**config.mk**
```make
export PLATFORM = sky130hd
export DESIGN_NAME = fir_stream_feeder
export DESIGN_NICKNAME = d
export VERILOG_FILES = /design/src/rtl/fir_stream_feeder.sv
export SDC_FILE = /design/constraint.sdc
export NUM_CORES = 1
export LEC_CHECK = 0
export CORE_MARGIN = 5
export CORE_UTILIZATION = 60
export CTS_CLUSTER_DIAMETER = 50
export CTS_CLUSTER_SIZE = 30
export DETAILED_ROUTE_END_ITERATION = 6
export PLACE_DENSITY = 0.77
export SLEW_MARGIN = 20
export SYNTH_ARGS = -nofsm -noshare
export SYNTH_HDL_FRONTEND = slang
export SYNTH_SLANG_ARGS = --single-unit
```
**constraint.sdc**
```tcl
create_clock -name clk -period 3.5 [get_ports clk]
set_input_delay 0.7 -clock clk [delete_from_list [all_inputs] [get_ports clk]]
set_output_delay 0.7 -clock clk [all_outputs]
set_load 0.03 [all_outputs]
```
**src/rtl/fir_stream_feeder.sv**
```systemverilog
// FIR input feeder: FIFO-buffered samples, 1-cycle registered output, zero flush, drain wait, done pulse.
// Zero-flush phase is compiled in with `define FIR_FEEDER_ZERO_FLUSH_EN; hold=1 freezes everything but FIFO writes.
module fir_stream_feeder #(
  parameter int dw        = 18,
  parameter int DEPTH     = 16,
  parameter int FLUSH_LEN = 17,
  parameter int DRAIN_LEN = 24
) (
  input  logic          clk,
  input  logic          reset,
  input  logic          s_valid,
  input  logic [dw-1:0] s_data,
  input  logic          s_last,
  output logic          s_ready,
  input  logic          hold,
  output logic          clk_ena,
  output logic          i_valid,
  output logic [dw-1:0] i_in,
  output logic          busy,
  output logic          done
);
  localparam int AW   = $clog2(DEPTH);
  localparam int CMAX = (FLUSH_LEN > DRAIN_LEN) ? FLUSH_LEN : DRAIN_LEN;
  localparam int CW   = $clog2(CMAX + 1);

  typedef enum logic [1:0] {IDLE, STREAM, FLUSH, DRAIN} state_t;

  logic [dw:0]   mem [DEPTH];
  logic [AW-1:0] wr_ptr, rd_ptr;
  logic [AW:0]   count;
  logic          fifo_empty, push, pop;
  logic [dw:0]   head;

  state_t        state, state_nxt;
  logic [CW-1:0] cnt, cnt_nxt;
  logic          launch, done_nxt, vld_nxt;
  logic [dw-1:0] dat_nxt;

  assign launch  = ~hold;
  assign clk_ena = ~hold;
  assign busy    = (state != IDLE);

  // FIFO entry is {last, data}
  assign s_ready    = (count != (AW+1)'(DEPTH));
  assign fifo_empty = (count == '0);
  assign push       = s_valid & s_ready;
  assign head       = mem[rd_ptr];

  always_ff @(posedge clk) begin
    if (push) mem[wr_ptr] <= {s_last, s_data};
  end

  always_ff @(posedge clk) begin
    if (reset) begin
      wr_ptr <= '0;
      rd_ptr <= '0;
      count  <= '0;
    end else begin
      if (push) wr_ptr <= wr_ptr + AW'(1);
      if (pop)  rd_ptr <= rd_ptr + AW'(1);
      case ({push, pop})
        2'b10:   count <= count + (AW+1)'(1);
        2'b01:   count <= count - (AW+1)'(1);
        default: ;
      endcase
    end
  end

  always_ff @(posedge clk) begin
    if (reset) begin
      state <= IDLE;
      cnt   <= '0;
    end else begin
      state <= state_nxt;
      cnt   <= cnt_nxt;
    end
  end

  always_comb begin
    state_nxt = state;
    cnt_nxt   = cnt;
    done_nxt  = 1'b0;
    if (launch) begin
      case (state)
        IDLE: if (!fifo_empty) state_nxt = STREAM;
        STREAM: if (!fifo_empty && head[dw]) begin
`ifdef FIR_FEEDER_ZERO_FLUSH_EN
          state_nxt = FLUSH;
          cnt_nxt   = CW'(FLUSH_LEN);
`else
          state_nxt = DRAIN;
          cnt_nxt   = CW'(DRAIN_LEN);
`endif
        end
`ifdef FIR_FEEDER_ZERO_FLUSH_EN
        FLUSH: begin
          cnt_nxt = cnt - CW'(1);
          if (cnt <= CW'(1)) begin
            state_nxt = DRAIN;
            cnt_nxt   = CW'(DRAIN_LEN);
          end
        end
`endif
        DRAIN: begin
          cnt_nxt = cnt - CW'(1);
          if (cnt <= CW'(1)) begin
            state_nxt = IDLE;
            cnt_nxt   = '0;
            done_nxt  = 1'b1;
          end
        end
        default: state_nxt = IDLE;
      endcase
    end
  end

  // Values the output register takes on a launch cycle; underrun and drain present zero
  always_comb begin
    pop     = 1'b0;
    vld_nxt = 1'b0;
    dat_nxt = '0;
    case (state)
      STREAM: if (!fifo_empty) begin
        pop     = launch;
        vld_nxt = 1'b1;
        dat_nxt = head[dw-1:0];
      end
`ifdef FIR_FEEDER_ZERO_FLUSH_EN
      FLUSH: vld_nxt = 1'b1;
`endif
      default: ;
    endcase
  end

  always_ff @(posedge clk) begin
    if (reset) begin
      i_valid <= 1'b0;
      i_in    <= '0;
      done    <= 1'b0;
    end else begin
      done <= done_nxt;
      if (launch) begin
        i_valid <= vld_nxt;
        i_in    <= dat_nxt;
      end
    end
  end

endmodule

```
==> flow_summary.toml <==
[synth]
synth_cells = 723
yosys-top-cells-area = "sky130_fd_sc_hd__edfxtp_1, sky130_fd_sc_hd__mux4_2, sky130_fd_sc_hd__dfxtp_1"
syn-num-nets = 756
synthesis.area_um2 = 13600
synthDominantCellAreaShare = 0.673
synth_cell_type_count = 48
synth-main-ff-cell = "sky130_fd_sc_hd__edfxtp_1"
synth_seq_area_share = 0.737
postSynthRegisterBits = 348
synth_warnings = 0
synth-edff-count = 304
synth_top_area_cell = "sky130_fd_sc_hd__edfxtp_1"
synthesis.area_per_instance_um2 = 18.8
synth_async_sr_flop_share = 0
synthMostInstantiatedCell = "sky130_fd_sc_hd__edfxtp_1"
netlist_top_cells_count = "sky130_fd_sc_hd__edfxtp_1, sky130_fd_sc_hd__mux4_2, sky130_fd_sc_hd__dfxtp_1"

[setup_path]
reg2reg_setup_slack_ns = 0.26
timing.critical_path.from_type = "flip-flop"
critical-path-max-stage-delay_ns = 0.45
slowest_stage = "sky130_fd_sc_hd__nor4_2"
rr_startpoint = "count[1]"
worstReg2RegEnd = "count[4]"
ff2ff_path_depth = 12
timing_worst_setup_path_type = "reg2reg"
crit_chain = "nor4_2 -> nand2_1 -> nand3_1 -> inv_1 -> ha_1 -> xor2_1 -> ha_1 -> a21o_1 -> a211o_1 -> a41oi_1 -> mux2i_1 -> mux2_1"
cpMostUsedCell = "sky130_fd_sc_hd__ha_1"
worst-path-max-fanout = 9
cp.arrival_ns = 3.67
cp.required_ns = 3.93
end_kind = "flip-flop"

[sta]
slew_headroom = 0.552
finalCritPeriodShare = 0.927
totalNegativeSetupSlack_ns = 0
peak_freq_ghz = 0.308
finalHoldWorstSlack_ns = 0.482
worst_case_clock_skew_ns = 0.0157
finalWorstSetupSlack_ns = 0.257
finalHoldViolations = 0
tightestPinTransition_ns = 0.665
grt_setup_unrepaired = "no"
final_period_minus_worst_setup_slack_ns = 3.24
final-setup-viol-count = 0
report.final.slew_viol_count = 0

[grt]
grt_start_max_net_pins = 33
grt_overflow = 0
number_of_antenna_violations_at_the_first_check_in_global_routing = 0
via_count_of_the_first_global_routing_pass = 7272
grt_first_pass_wirelength_um = 43300
global_route.usage.total = 0.220

[clock_tree]
worstSkewPairLatency_ns = 0.54
cts-root-to-sink-buffers = 3
clkSinkCount = 348
cts.hold.buffers_added = 0
worst_setup_hold_path_clk_slew_ns = 0.08
cts_tree = "yes"
cts_root_buffer = "sky130_fd_sc_hd__clkbuf_16"
cts_buffers = 26
cts_max_level = 1

[worst_hold_path]
hp-class = "reg2reg"
hold_path_depth = 1
hold_end = "i_in[2]"
hold_path.startpoint = "i_in[2]"

[final_layout]
antennaDiodeCount = 0
share_of_layout_cells_above_drive_strength_1 = 0.245
finalCoreUtilization = 0.698
area_growth_syn_to_layout_pct = 15.4
layoutNonFillerInstCount = 1112
final_nets = 840

[route]
routed_wire_length_per_instance_um = 25.1
post_drt_via_cell_ratio = 6.36
drt-initial-drc-count = 751
wirelength_um = 27900
drt-pass1-iter-count = 7
drc = 0
route.antenna.remaining_nets = 0
routed-via-count = 7073

[status]
status = "complete, no violations"

[floorplan]
placementRows = 55
chipWidth_um = 160
core_area_um2 = 22400
start_util = 0.605
chipHeight_um = 160
die-area_um2 = 25700
i_o_pin_total = 46

[power_and_ir_drop]
p_leak_nw = 5.01
pwr_density_cell_nw_per_um2 = 545
max-vdd-ir-drop_mv = 0.335

[place]
place_congestion = 0.841
dp_worst_setup_slack_ns = 0.137
dpl.hpwl_um = 17500
io_buffers = 45
numPlacedInstances = 1064

[run]
timing.max_cap.violations = 0
==> cell type report <==
cell class / instances / area (um^2)
clock buffer: 27 / 676
multi-input combinational: 322 / 3380
tap: 285 / 357
sequential: 348 / 10000
timing repair buffer: 99 / 881
fill: 1360 / 6770
inverter: 10 / 37.5
clock inverter: 21 / 319
==> worst max-delay path by stage <==
stage                 to  startpoint  depth (start not counted)
6_report        count[4]    count[1]                         12
5_1_grt         count[4]    count[1]                         12
2_1_floorplan  mem[3][0]     s_valid                          3
3_5_place_dp    count[4]        hold                         12
3_3_place_gp    count[4]     s_valid                         11
4_1_cts         count[4]    count[1]                         12
==> sequential cells by signal, indices dropped and copies added, names as in the netlist, named ones only <==
| signal | count |
|---|---|
| cnt | 5 |
| done | 1 |
| wr_ptr | 4 |
| count | 5 |
| rd_ptr | 4 |
| mem | 304 |
| i_valid | 1 |
| state | 2 |
| i_in | 18 |
==> cell usage in the layout (no fill, tap or decap), drive strengths merged, types with 3 or more instances in the layout <==
master,count
edfxtp,304
mux4,72
buf,54
clkdlybuf4s50,45
dfxtp,44
nor2,37
a21oi,29
mux2i,28
clkbuf,27
inv,23
nor2b,20
a211oi,19
a22o,18
nand2,17
o21ai,10
ha,10
xor2,8
nor3,7
nand3,6
nand2b,6
clkinv,6
nand4,4
a211o,3
==> cells by family after synthesis <==
family | Yosys count | synth area share
xor+xnor | 10 | 0.00645
simple gates | 107 | 0.0398
buf+inv | 53 | 0.0181
mux | 102 | 0.142
flops | 348 | 0.737
compound gates | 93 | 0.0472
fa+ha+maj | 10 | 0.00922
==> critical path: cells and delay by family (launching register included) <==
kind | cells | cell delay (ns)
fa+ha+maj | 2 | 0.44
compound gates | 3 | 0.77
simple gates | 3 | 0.81
xor+xnor | 1 | 0.15
buf+inv | 1 | 0.09
mux | 2 | 0.45
flops | 1 | 0.41
==> layer usage <==
metal	track usage	vias up	part of all wire
li1	-	3077	-
met1	0.321	3653	0.41
met2	0.349	306	0.49
met3	0.0472	37	0.085
met4	0.0485	0	0.018
met5	0	-	0
==> timing repair <==
action,CTS,global route
setup buffers,0,0
hold endpoints to repair,0,0
resized for setup,0,1
endpoints found under the setup margin,0,1
==> metrics by stage <==
stage	power [mW]	area [um^2]
3_3_place_gp	5.27	14700
5_1_grt	8.86	15700
6_report	8.54	15700
2_1_floorplan	5.08	13600
4_1_cts	8.60	15700
3_5_place_dp	5.30	14700
==> report_power, final <==
part	leakage [nW]	switching [mW]	internal [mW]
Combinational	1.42	0.317	0.265
Clock	0.483	1.63	1.70
Sequential	3.10	0.0550	4.57
(Power assumes the default switching activity.)
